[config.mk]
export PLATFORM = sky130hd
export DESIGN_NAME = iiitb_fifo_wr_arbiter
export DESIGN_NICKNAME = d
export VERILOG_FILES = /design/src/rtl/iiitb_fifo_wr_arbiter.sv
export SDC_FILE = /design/constraint.sdc
export NUM_CORES = 1
export LEC_CHECK = 0
export ABC_AREA = 1
export ABC_CLOCK_PERIOD_IN_PS = 3500
export CORE_MARGIN = 5
export CORE_UTILIZATION = 38
export CTS_CLUSTER_DIAMETER = 200
export DETAILED_ROUTE_END_ITERATION = 8
export PLACE_DENSITY = 0.89
export SLEW_MARGIN = 20
export SYNTH_ARGS = -nofsm -noshare
export SYNTH_HDL_FRONTEND = slang
export SYNTH_SLANG_ARGS = --single-unit
[constraint.sdc]
create_clock -name clock -period 3.5 [get_ports clock]
set_input_delay 0.7 -clock clock [delete_from_list [all_inputs] [get_ports clock]]
set_output_delay 0.7 -clock clock [all_outputs]
set_load 0.005 [all_outputs]
[src/rtl/iiitb_fifo_wr_arbiter.sv]
// Two-producer write-port arbiter in front of the FIFO write side.
// Round-robin ownership with a bounded burst per grant. sig_Full gates
// every write, so the FIFO never sees a write while it is full.
//
// Handshake: a producer holds req_n/data_n until it samples ack_n=1 at a
// rising edge, and may drop req_n at any time without an ack. ack_n is
// combinational and equals write_Enable while producer n owns the port.
module iiitb_fifo_wr_arbiter #(
   parameter int DATA_WIDTH  = 8,
   parameter int BURST_LEN   = 4,
   parameter int COUNT_WIDTH = 2
) (
   input  logic                  clock,
   input  logic                  reset,
   input  logic                  req_0,
   input  logic [DATA_WIDTH-1:0] data_0,
   output logic                  ack_0,
   input  logic                  req_1,
   input  logic [DATA_WIDTH-1:0] data_1,
   output logic                  ack_1,
   input  logic                  sig_Full,
   output logic                  write_Enable,
   output logic [DATA_WIDTH-1:0] buffer_Input,
   output logic                  grant_0,
   output logic                  grant_1
);

   typedef enum logic [1:0] {
      IDLE  = 2'd0,
      BUSY0 = 2'd1,
      BUSY1 = 2'd2
   } state_t;

   // Beat index of the final beat of a burst; release happens on its ack,
   // so the counter never wraps.
   localparam logic [COUNT_WIDTH-1:0] LAST_BEAT = COUNT_WIDTH'(BURST_LEN - 1);

   state_t                 state_q, state_d;
   logic [COUNT_WIDTH-1:0] beat_count_q, beat_count_d;
   logic                   last_served_q, last_served_d;
   logic                   wr_fire;

   // State, beat counter and last owner; reset leaves producer 0 with the
   // first tie.
   always_ff @(posedge clock or posedge reset) begin
      if (reset) begin
         state_q       <= IDLE;
         beat_count_q  <= '0;
         last_served_q <= 1'b1;
      end else begin
         state_q       <= state_d;
         beat_count_q  <= beat_count_d;
         last_served_q <= last_served_d;
      end
   end

   // Next-state, burst counting and the combinational write path.
   always_comb begin
      state_d       = state_q;
      beat_count_d  = beat_count_q;
      last_served_d = last_served_q;
      wr_fire       = 1'b0;
      write_Enable  = 1'b0;
      ack_0         = 1'b0;
      ack_1         = 1'b0;
      buffer_Input  = '0;

      case (state_q)
         IDLE: begin
            if (req_0 && req_1) begin
               state_d      = last_served_q ? BUSY0 : BUSY1;
               beat_count_d = '0;
            end else if (req_0) begin
               state_d      = BUSY0;
               beat_count_d = '0;
            end else if (req_1) begin
               state_d      = BUSY1;
               beat_count_d = '0;
            end
         end

         BUSY0: begin
            wr_fire      = req_0 & ~sig_Full;
            write_Enable = wr_fire;
            ack_0        = wr_fire;
            buffer_Input = data_0;
            // A full stall (req_0 with sig_Full) neither counts nor releases.
            if (!req_0 || (wr_fire && (beat_count_q == LAST_BEAT))) begin
               last_served_d = 1'b0;
               beat_count_d  = '0;
               state_d       = req_1 ? BUSY1 : IDLE;
            end else if (wr_fire) begin
               beat_count_d = beat_count_q + COUNT_WIDTH'(1);
            end
         end

         BUSY1: begin
            wr_fire      = req_1 & ~sig_Full;
            write_Enable = wr_fire;
            ack_1        = wr_fire;
            buffer_Input = data_1;
            if (!req_1 || (wr_fire && (beat_count_q == LAST_BEAT))) begin
               last_served_d = 1'b1;
               beat_count_d  = '0;
               state_d       = req_0 ? BUSY0 : IDLE;
            end else if (wr_fire) begin
               beat_count_d = beat_count_q + COUNT_WIDTH'(1);
            end
         end

         default: begin
            state_d      = IDLE;
            beat_count_d = '0;
         end
      endcase
   end

   // Grants decode the registered owner state, so they drop with reset.
   assign grant_0 = (state_q == BUSY0);
   assign grant_1 = (state_q == BUSY1);

endmodule

== Word-level counts from Yosys, hierarchy flattened ==
Cells that the tools add are included.

* Add/sub/neg operators: 1
* Eq/ne operators: 8
* Mux-type cells: 24
* Bitwise gates (word level): 3
* Reductions and logical operators: 12

{| class="wikitable"
|+ Operators by type and width
! operator !! number
|-
| 2-to-1 mux 2 bit || 14
|-
| one-hot mux 8 bit (2 select lines) || 1
|-
| one-hot mux 2 bit (3 select lines) || 2
|-
| AND reduction 3 bit || 3
|-
| inequality test 3 x 1 -> 1 bit, second input constant || 2
|-
| 2-to-1 mux 1 bit || 5
|-
| == test 2 bit, second input constant || 2
|-
| inequality test 2 x 1 -> 1 bit, second input constant || 2
|-
| inequality test 4 bit, second input constant || 1
|-
| one-hot mux 1 bit (2 select lines) || 2
|-
| logical AND 1 bit || 3
|-
| adder 2 x 1 -> 2 bit, second input constant || 1
|-
| bitwise AND 1 bit || 2
|-
| == test 2 x 1 -> 1 bit, second input constant || 1
|-
| zero test 1 bit || 2
|-
| zero test 2 bit || 1
|-
| logical OR 1 bit || 2
|-
| nonzero test 2 bit || 1
|-
| inverter 1 bit || 1
|}

* Flip-flop bits (word level): 5
* Bits of input ports: 21
* Logic and storage cells: 51

== Logic depth before layout (Yosys ltp) ==
* Depth in word-level cells: 6
* Gate-level depth with buffers: 8
* Mapped depth without buffers: 8

== Worst setup path before layout ==
No wires, ideal clock.

* Kind: input to output
* Start point: input req_0
* End point: output write_Enable
* Arrival time: 1,084 ps
* Path slack: 1,716 ps
* Cell stages on the path: 4
* Buffers on the path: 0
* Cell sequence: nand2_1 -> nor2_1 -> nor2_1 -> nor2_1

* Longest elaborated chain between the ends: 2

{| class="wikitable"
|+ RTL lines
! item !! RTL line !! text
|-
| from (decl) || 15 || <nowiki>input logic req_0,</nowiki>
|-
| bitwise AND 1 bit || 83 || <nowiki>wr_fire = req_0 & ~sig_Full;</nowiki>
|-
| one-hot mux 1 bit (2 select lines) || 68 || <nowiki>case (state_q)</nowiki>
|-
| to (decl) || 22 || <nowiki>output logic write_Enable,</nowiki>
|}

Every way passes these cells.

== Final worst setup path ==
Same ends and word-level chain as after synthesis.

==> results.txt <==
- Post-cts resize count: 0
* Area enclosed by the die boundary: 0.00230 mm2
- # nets final: 143
- STA puts the critical path data required time at 2800 ps.
- Starting density of the core: 0.410
- Core region area: 0.00133 mm2
- The number of hold-slack violations in the final timing report was 0.
- The area growth from synthesis to layout is 66.4%.
- Inserted Clock Buffers: 3
* Vias in the first global route: 601
- Leaving out fill and tap cells, the most frequent cell in the layout is clkdlybuf4s50_1.
- Traced cell by cell, the critical path runs through clkdlybuf4s50_1, nand2_1, nor2_1, nor2_1, nor2_1, clkdlybuf4s50_1.
- The worst register-to-register path has a depth of 7.
- Prior to clock tree synthesis, the placed netlist has a worst setup slack of 638 ps.
- In this run the number of H-tree levels came out at 1.
- Synthesis instantiated 17 different standard cells from the library.
- HP Class: reg -> reg
- Antenna-violating nets left: 0
- The Yosys step of the flow raised 0 warnings.
- TritonCTS built the clock tree.
- RD Place Congestion: 0.775
- Most numerous cell on the critical path: nor2_1
* Hold path startpoint: last_served_q
* Syn nets: 107
* Half-perimeter wire length after placement: 1370 um
- Worst reg2reg startpoint: state_q[1]
* End of the critical path: write_Enable
- IR analysis of the VDD net gives a maximum drop of 0.449 mV.
- Detailed routing inserted a total of 609 vias.
- Floorplan die height: 47.9 um
- Post-route DRC violation count: 0
- Post-CTS clock slew at the launch and capture registers of the worst setup and hold paths: 40 ps
* Setup crit end kind: output port
- The slowest stage of the critical path is the clkdlybuf4s50_1 cell.
* Max Buffers Root-to-Sink: 2
* Clock skew after layout: 0.607 ps
- First-pass GRT wire length: 2510 um
- Fill cells in the final layout number 113.
- Setup violations remaining at the end of the flow were counted as 0.
- Dividing the final minimum period by the clock period gives 0.815.
- Total leakage power: 0.403 nW
- Slowest stage delay, CP: 540 ps
- Flops & latches, synth: 5
- Top post-synthesis cells by area: dfrtp_1, nand2_1, ha_1, a21oi_1, nand2_4
* Overflow left after global routing: 0
* Post-synthesis cell count: 81
* Global routing usage summed across all routing layers: 0.155
* Final setup margin: 646 ps
- In this run, the number of DRC markers left after iteration 0 of detailed routing was 11.
* DR pass1 iterations: 4
* Worst Path Max Fanout: 4
- The initial antenna violation count came to 0.
* Min cycle time layout: 2850 ps
- Port-buffer cells: 33
- Endpoint of the worst register-to-register path: state_q[0]
- The critical path starts at req_0.
* Clock sink count: 5
- DR vias/cell: 4.65
- The worst setup path is of the in -> out kind.
- Setup repair after global routing left no endpoint under its margin.
- The synthesized netlist occupies a cell area of 547 um2.
* Ratio of cells with drive above 1 in the final layout: 0.164
* Std-Cell Rows: 13
- For this run, the register share of the synthesized area comes to 0.231.
* Die width: 47.9 um
* Max Cap Viol: 0
- Final number of max-transition violations: 0
* Ant diodes: 0
* Run status: complete, no violations
* Total Negative Setup Slacks: 0 ps
- Launching element type of the critical path: input port
- Once layout is complete, the utilization of the core stands at 0.682.
- Largest net degree at the start of global routing: 13
- Root buffer cell: clkbuf_4
* Post-CTS setup buffer count: 0
- For the worst-skew pair, the clock arrives at the later sink with an insertion delay of 230 ps.
- Wire per inst: 12.2 um
* Post-cts hold buffer count: 0
- The share of synthesized area in the top cell type comes to 0.183.
* Data arrival time at the worst-slack endpoint: 2150 ps
- Register-to-Register Setup Slack: 1930 ps
- Leaving out fill and tap cells, the most frequent cells in the layout are clkdlybuf4s50_1, nand2_1, a21oi_1.
- Cell taking the most area after synthesis: dfrtp_1
- In this run the mean area of a mapped cell was 6.75 um2.
* Total routed wirelength: 1600 um
* Worst slew margin: 0.723
- For this design the ratio of total power to cell area is 613 mW/mm2.
- Along the worst hold path, the cell count comes to 2.
- Top Ports: 34
- Slew at the pin closest to its max-slew limit: 416 ps
* Max Freq: 0.350 GHz
## registers in the layout, indices dropped and copies added, names as in the netlist
name           count
beat_count_q       2
last_served_q      1
state_q            2
## per-layer routing
| metal | part of all wire | GRT usage | vias up | wire length (um) |
|---|---|---|---|---|
| met5 | 0 | 0 | - | 0 |
| met4 | 0 | 0.0806 | 0 | 0 |
| met3 | 0.075 | 0.0150 | 0 | 120 |
| met2 | 0.54 | 0.277 | 20 | 860 |
| met1 | 0.39 | 0.178 | 266 | 621 |
| li1 | - | - | 323 | - |
## Yosys cell counts
library cell	n
nand2_1	25
a21oi_1	9
inv_1	8
nor2_1	7
nand2_2	6
ha_1	5
dfrtp_1	4
nand2_4	4
o21ai_2	4
nand3_1	2
buf_2	1
buf_4	1
dfstp_2	1
inv_2	1
nand3b_1	1
nand4_1	1
o21ai_0	1
## worst min-delay path by stage
stage                     slack, ps             to
after detailed placement        470  last_served_q
final                           470  last_served_q
after global routing            510  last_served_q
after global placement          450  last_served_q
after CTS                       480  last_served_q
after floorplan                 440  last_served_q
## through the flow
step	instance area, um2	instances	power (W)	hold slack [ps]
floorplan	547	81	0.000339	442
global placement	883	127	0.000486	453
detailed placement	883	127	0.000500	469
CTS	910	131	0.000568	477
global route	910	131	0.000618	509
finish	910	131	0.000558	475
## cells by family (layout without fill, tap and decap cells)
kind of cell,count (synthesis),in the layout,synth area share
fa+ha+maj,5,5,0.114
simple gates,46,46,0.414
flops,5,5,0.231
compound gates,14,14,0.156
buf+inv,11,46,0.0847
## power breakdown
part	internal, W	switching, W	leakage (nW)
Combinational	0.000181	0.000211	0.325
Clock	0.0000429	0.0000208	0.0150
Sequential	0.0000839	0.0000181	0.0635
## worst max-delay path, delay by kind of cell
family | cells | cell delay (ps)
and+or+nand+nor | 4 | 420
buffers and inverters | 2 | 1040
## cell type report
class | instances | area (um2) | area share
clock buffers | 4 | 26.3 | 0.0289
inverters | 9 | 33.8 | 0.0371
multi-input cells | 65 | 374 | 0.411
flip-flops and latches | 5 | 126 | 0.139
well taps | 15 | 18.8 | 0.0206
repair buffers | 33 | 330 | 0.363
(Power assumes the default switching activity.)
